--- src/rtl/layer_priority_mux.sv ---
// Per-pixel layer priority mux with transparent colour keying, plus per-frame
// collision detection channels with sticky flags, saturating counts and frame snapshots.
module layer_priority_mux #(
  parameter int                           N_LAYERS      = 8,
  parameter int                           COLOR_W       = 8,
  parameter logic [COLOR_W-1:0]           MASK_VALUE    = 8'h62,
  parameter logic [COLOR_W-1:0]           DEFAULT_COLOR = 8'h76,
  parameter int                           N_COLL        = 4,
  parameter logic [N_COLL*N_LAYERS-1:0]   COLL_A_MASK   = '0,
  parameter logic [N_COLL*N_LAYERS-1:0]   COLL_B_MASK   = '0,
  parameter int                           CNT_W         = 12
) (
  input  logic                          clk,
  input  logic                          resetN,
  input  logic                          pixel_valid,
  input  logic                          startOfFrame,
  input  logic [N_LAYERS*COLOR_W-1:0]   layer_colors,
  input  logic [N_LAYERS-1:0]           layer_enable,
  output logic [COLOR_W-1:0]            RGB,
  output logic                          rgb_valid,
  output logic [N_COLL-1:0]             coll_live,
  output logic [N_COLL-1:0]             coll_frame,
  output logic [N_COLL*CNT_W-1:0]       coll_count,
  output logic                          frame_done
);

  // Valid semantics: pixel_valid qualifies the current inputs; rgb_valid is the
  // same flag one cycle later, aligned with RGB. There is no ready/backpressure.

  localparam logic [CNT_W-1:0] CNT_ONE = CNT_W'(1);
  localparam logic [CNT_W-1:0] CNT_MAX = '1;

  logic [N_LAYERS-1:0] opaque;
  logic [N_COLL-1:0]   hit;
  logic [COLOR_W-1:0]  sel_color;

  logic [N_COLL-1:0]   sticky;
  logic [CNT_W-1:0]    cnt [N_COLL];

  for (genvar i = 0; i < N_LAYERS; i++) begin : g_opaque
    assign opaque[i] = layer_enable[i] &&
                       (layer_colors[i*COLOR_W +: COLOR_W] != MASK_VALUE);
  end

  // Walk from lowest to highest priority so the lowest-index opaque layer wins last.
  always_comb begin
    sel_color = DEFAULT_COLOR;
    for (int i = N_LAYERS - 1; i >= 0; i--) begin
      if (opaque[i]) sel_color = layer_colors[i*COLOR_W +: COLOR_W];
    end
  end

  // An empty A or B set reduces to zero, so that channel can never hit.
  for (genvar c = 0; c < N_COLL; c++) begin : g_hit
    assign hit[c] = pixel_valid
                  && (|(opaque & COLL_A_MASK[c*N_LAYERS +: N_LAYERS]))
                  && (|(opaque & COLL_B_MASK[c*N_LAYERS +: N_LAYERS]));
  end

  always_ff @(posedge clk) begin
    if (resetN) begin
      RGB        <= '0;
      rgb_valid  <= 1'b0;
      coll_live  <= '0;
      coll_frame <= '0;
      coll_count <= '0;
      frame_done <= 1'b0;
      sticky     <= '0;
      cnt        <= '{default: '0};
    end else begin
      RGB        <= sel_color;
      rgb_valid  <= pixel_valid;
      coll_live  <= hit;
      frame_done <= startOfFrame;
      for (int c = 0; c < N_COLL; c++) begin
        if (startOfFrame) begin
          // Snapshot the finished frame; the start-of-frame pixel opens the new one.
          coll_frame[c]                 <= sticky[c];
          coll_count[c*CNT_W +: CNT_W]  <= cnt[c];
          sticky[c]                     <= hit[c];
          cnt[c]                        <= hit[c] ? CNT_ONE : '0;
        end else if (hit[c]) begin
          sticky[c] <= 1'b1;
          if (cnt[c] != CNT_MAX) cnt[c] <= cnt[c] + CNT_ONE;
        end
      end
    end
  end

endmodule

--- config.mk ---
export PLATFORM = sky130hd
export DESIGN_NAME = layer_priority_mux
export DESIGN_NICKNAME = d
export VERILOG_FILES = /design/src/rtl/layer_priority_mux.sv
export SDC_FILE = /design/constraint.sdc
export NUM_CORES = 1
export LEC_CHECK = 0
export CAP_MARGIN = 20
export CORE_MARGIN = 1.5
export CORE_UTILIZATION = 35
export DETAILED_ROUTE_END_ITERATION = 12
export PLACE_DENSITY = 0.88
export SLEW_MARGIN = 20
export SYNTH_ARGS = -nofsm -noshare
export SYNTH_HDL_FRONTEND = slang
export SYNTH_SLANG_ARGS = --single-unit
--- constraint.sdc ---
create_clock -name clk -period 5.3 [get_ports clk]
set_input_delay 1.06 -clock clk [delete_from_list [all_inputs] [get_ports clk]]
set_output_delay 1.06 -clock clk [all_outputs]
set_load 0.005 [all_outputs]
Yosys cells after proc, flatten, opt, wreduce, memory -nomap -nowiden
Index checks and enable logic that the tools add are counted.
{"block": "totals", "inputBits": 76, "out_inout_bits": 66, "register_bits": 10}
{"block": "classes", "eq_ne": 8, "reduce_logical": 8, "n_mux": 8}
{"operator": "two-way mux 8 bit", "count": 8}
{"operator": "!= test 8 x 7 -> 1 bit (second input constant)", "count": 8}
{"operator": "logical AND 1 bit", "count": 8}

Logic depth before layout (Yosys ltp)
{"block": "logic_depth", "word_depth": 10, "mapped_depth": 6, "depth_no_buf": 5}

Worst setup path after synthesis
No wires, ideal clock.
{"block": "synth_timing", "path_kind": "input to register", "from": "input layer_colors[40]", "to": "register RGB[5]", "arrival_ps": 2573, "path_buffers": 1, "setup_ps": 122, "stages": 5, "setup_slack_ps": 2605, "cell_sequence": "or4b_1 > o41ai_4 > clkbuf_8 > o221ai_1 > a311o_1"}
{"block": "synth_via", "elab_chain_cells": 8}
{"element": "start, declared", "line": "17", "text": "input logic [N_LAYERS*COLOR_W-1:0] layer_colors,"}
{"element": "!= test 8 x 7 -> 1 bit", "line": "42", "text": "(layer_colors[i*COLOR_W +: COLOR_W] != MASK_VALUE);"}
{"element": "logical AND 1 bit", "line": "41", "text": "assign opaque[i] = layer_enable[i] &&"}
{"element": "two-way mux 8 bit (6 in a row)", "line": "49", "text": "if (opaque[i]) sel_color = layer_colors[i*COLOR_W +: COLOR_W];"}
{"element": "end signal, assigned", "line": "71", "text": "RGB <= sel_color;"}
{"element": "end, declared", "line": "19", "text": "output logic [COLOR_W-1:0] RGB,"}
Every way passes these cells.
A chain may end at the register's enable or synchronous reset.

Final worst setup path
{"block": "layout_timing", "from": "input layer_colors[40]", "to": "register RGB[7]"}
Same word-level chain as after synthesis.

==> metrics.cfg <==
[job]
cap_violations=0

[route]
routedWlPerCell_um=14.2
via_per_inst=5.05
drt_wl_total_um=4840
vias=1727
ant_nets=0
firstDrtPassIters=4
drt_iter0_markers=91
remaining_drc_errors=0

[floorplanning]
die_x_um=70.9
die_area_um2=5030
start_util_pct=36.8
die_h_um=70.9
num_rows=24
core_um2=4380
ioPinCount=142

[sta]
drv_slew=0
max_freq_mhz=314
tns_ns=0
tightest_slew_ns=0.656
final-setup-viol-count=0
min_period_ns=3.18
fin_crit_sh_pct=60.1
hold_violations=0
rsz0062_at_grt=no
slew_headroom_pct=56.1

[pwr]
power_density_nw_per_um2=132
pwr-share-seq_pct=27.4
power.switching_uw=92.1
p_leak_uw=0.000894
p_total_uw=306
pwr-share-clk_pct=25.8
p_comb_share_pct=46.8
vdd_ir_drop_max_v=0.0000652
sw_frac_of_total_pct=30.1
internal_power_uw=214

[critical_path]
critPathCaptureType=flop
start_kind=primary input
crit_path_cell_trace=clkdlybuf4s50_1, or4b_1, o41ai_4, o211ai_1, a221oi_1, a2111oi_1
worstPathArrival_ns=3.28
slowest_stage=or4b_1
crit_fanout=14
critPathKind=primary input to flop
cpPeakStageDelay_ns=0.59
cpLargestDelayFamily=compound AO/OA/AOI/OAI gates
required_ns=5.40
path_buf_inv=1

[grt]
grt_pass1_vias=1583
grt_pass1_wl_um=7270
grt_overflow=0
grt_max_degree=15
grt_util_all_layers_pct=17.9
antenna_found_initial=0

[yosys]
synth_commonest_cells=57 x buf_4, 16 x nand2_1, 10 x dfxtp_1, 9 x nand3_1, 9 x o21ai_0
yosysSeqAreaShare_pct=12.4
yosysUniqueCellTypes=47
ys_async_sr_fraction_pct=0
avgSynthCellArea_um2=7.84
synth_ff_type=dfxtp_1
synth_edf_count=0
synth_top_area_share_pct=26.5
ys_top_cells_by_area=buf_4 27%, dfxtp_1 12%, nand2_1 3.7%
synth_cells=206
synth_top_cell_by_area=buf_4
ys_ff_latch=10
synth_most_common_cell=buf_4
netlist_area_um2=1610
yosysWarnings=0

[worst_hold_path]
hold_depth=2
worstHoldStart=startOfFrame
worstHoldEndpoint=frame_done
hp-class=primary input to flop

[clock_network]
cts_setup_buffers=0
numCtsBuffers=3
cts_tree=done
htree_levels=1
clk_path_buf_depth=2
path_clk_slew_ns=0.05
clock-sinks=10
holdBufCountCts=0
root_buffer=clkbuf_8
cts_resized=0

[place]
io_buffers=85
dpl.hpwl_um=4180
gp_congestion=0.908

[outcome]
status=complete, no violations

[cells_and_area]
n_antenna_cell=0
fin_util_pct=53.0
layout-drive-gt1-share_pct=5.86
final_nets=368
syn_to_final_growth_pct=44.0

power groups by stage:
stage / clock network, µW / registers (µW) / logic (µW)
2_1_floorplan: 0 / 85.5 / 84.9
3_3_place_gp: 0 / 85.1 / 141
3_5_place_dp: 0 / 85.3 / 142
4_1_cts: 79.3 / 83.9 / 142
5_1_grt: 81.4 / 84.3 / 155
6_report: 79.0 / 83.9 / 143
routing by layer:
| layer | wire [µm] | global-route usage (%) | vias up |
|---|---|---|---|
| li1 | - | - | 831 |
| met1 | 1830 | 20.6 | 773 |
| met2 | 2370 | 32.5 | 114 |
| met3 | 567 | 4.13 | 9 |
| met4 | 81 | 5.87 | 0 |
| met5 | 0 | 0 | - |
cells in the final DEF (no fill, tap or decap), types with 6 or more instances in the layout:
cell             instances
o21ai_0                  9
nand2_1                 16
a21oi_1                  8
nand2b_1                 6
dfxtp_1                 10
clkdlybuf4s50_1         85
o21a_1                   7
nand3_1                  9
conb_1                  56
inv_1                    6
cell type report:
| type | instances | area [µm²] |
|---|---|---|
| clock buffers | 3 | 41.3 |
| fillers | 422 | 2060 |
| inverters | 6 | 22.5 |
| multi-input cells | 186 | 1140 |
| flip-flops and latches | 10 | 200 |
| well taps | 52 | 65.1 |
| repair buffers | 85 | 851 |
how the worst max path moves through the flow:
stage                startpoint     end  cells after the start
6_report       layer_colors[40]  RGB[7]                      6
5_1_grt        layer_colors[40]  RGB[3]                      6
4_1_cts        layer_colors[40]  RGB[3]                      6
3_5_place_dp   layer_colors[40]  RGB[3]                      6
3_3_place_gp   layer_colors[40]  RGB[7]                      6
2_1_floorplan  layer_colors[40]  RGB[5]                      5
per-stage QoR:
stage / std cells / instance area [µm²] / setup slack [ns] / hold slack [ns]
finish: 342 / 2320 / 2.12 / 1.40
global route: 342 / 2320 / 1.95 / 1.41
CTS: 342 / 2320 / 2.11 / 1.40
detailed placement: 339 / 2280 / 1.88 / 1.65
global placement: 339 / 2280 / 1.95 / 1.65
floorplan: 261 / 1820 / 2.60 / 1.19
kinds of logic (layout without fill, tap and decap cells):
| family | after synthesis | count (layout) | synth area share (%) |
|---|---|---|---|
| and+or+nand+nor | 74 | 74 | 31.9 |
| other | 1 | 56 | 0.232 |
| DFF | 10 | 10 | 12.4 |
| AOI/OAI and AO/OA | 56 | 56 | 26.0 |
| buffers and inverters | 65 | 94 | 29.5 |
state kept, by name, summed over array words and instances, names as in the netlist:
name / count
RGB: 8
frame_done: 1
rgb_valid: 1
(Power assumes the default switching activity.)
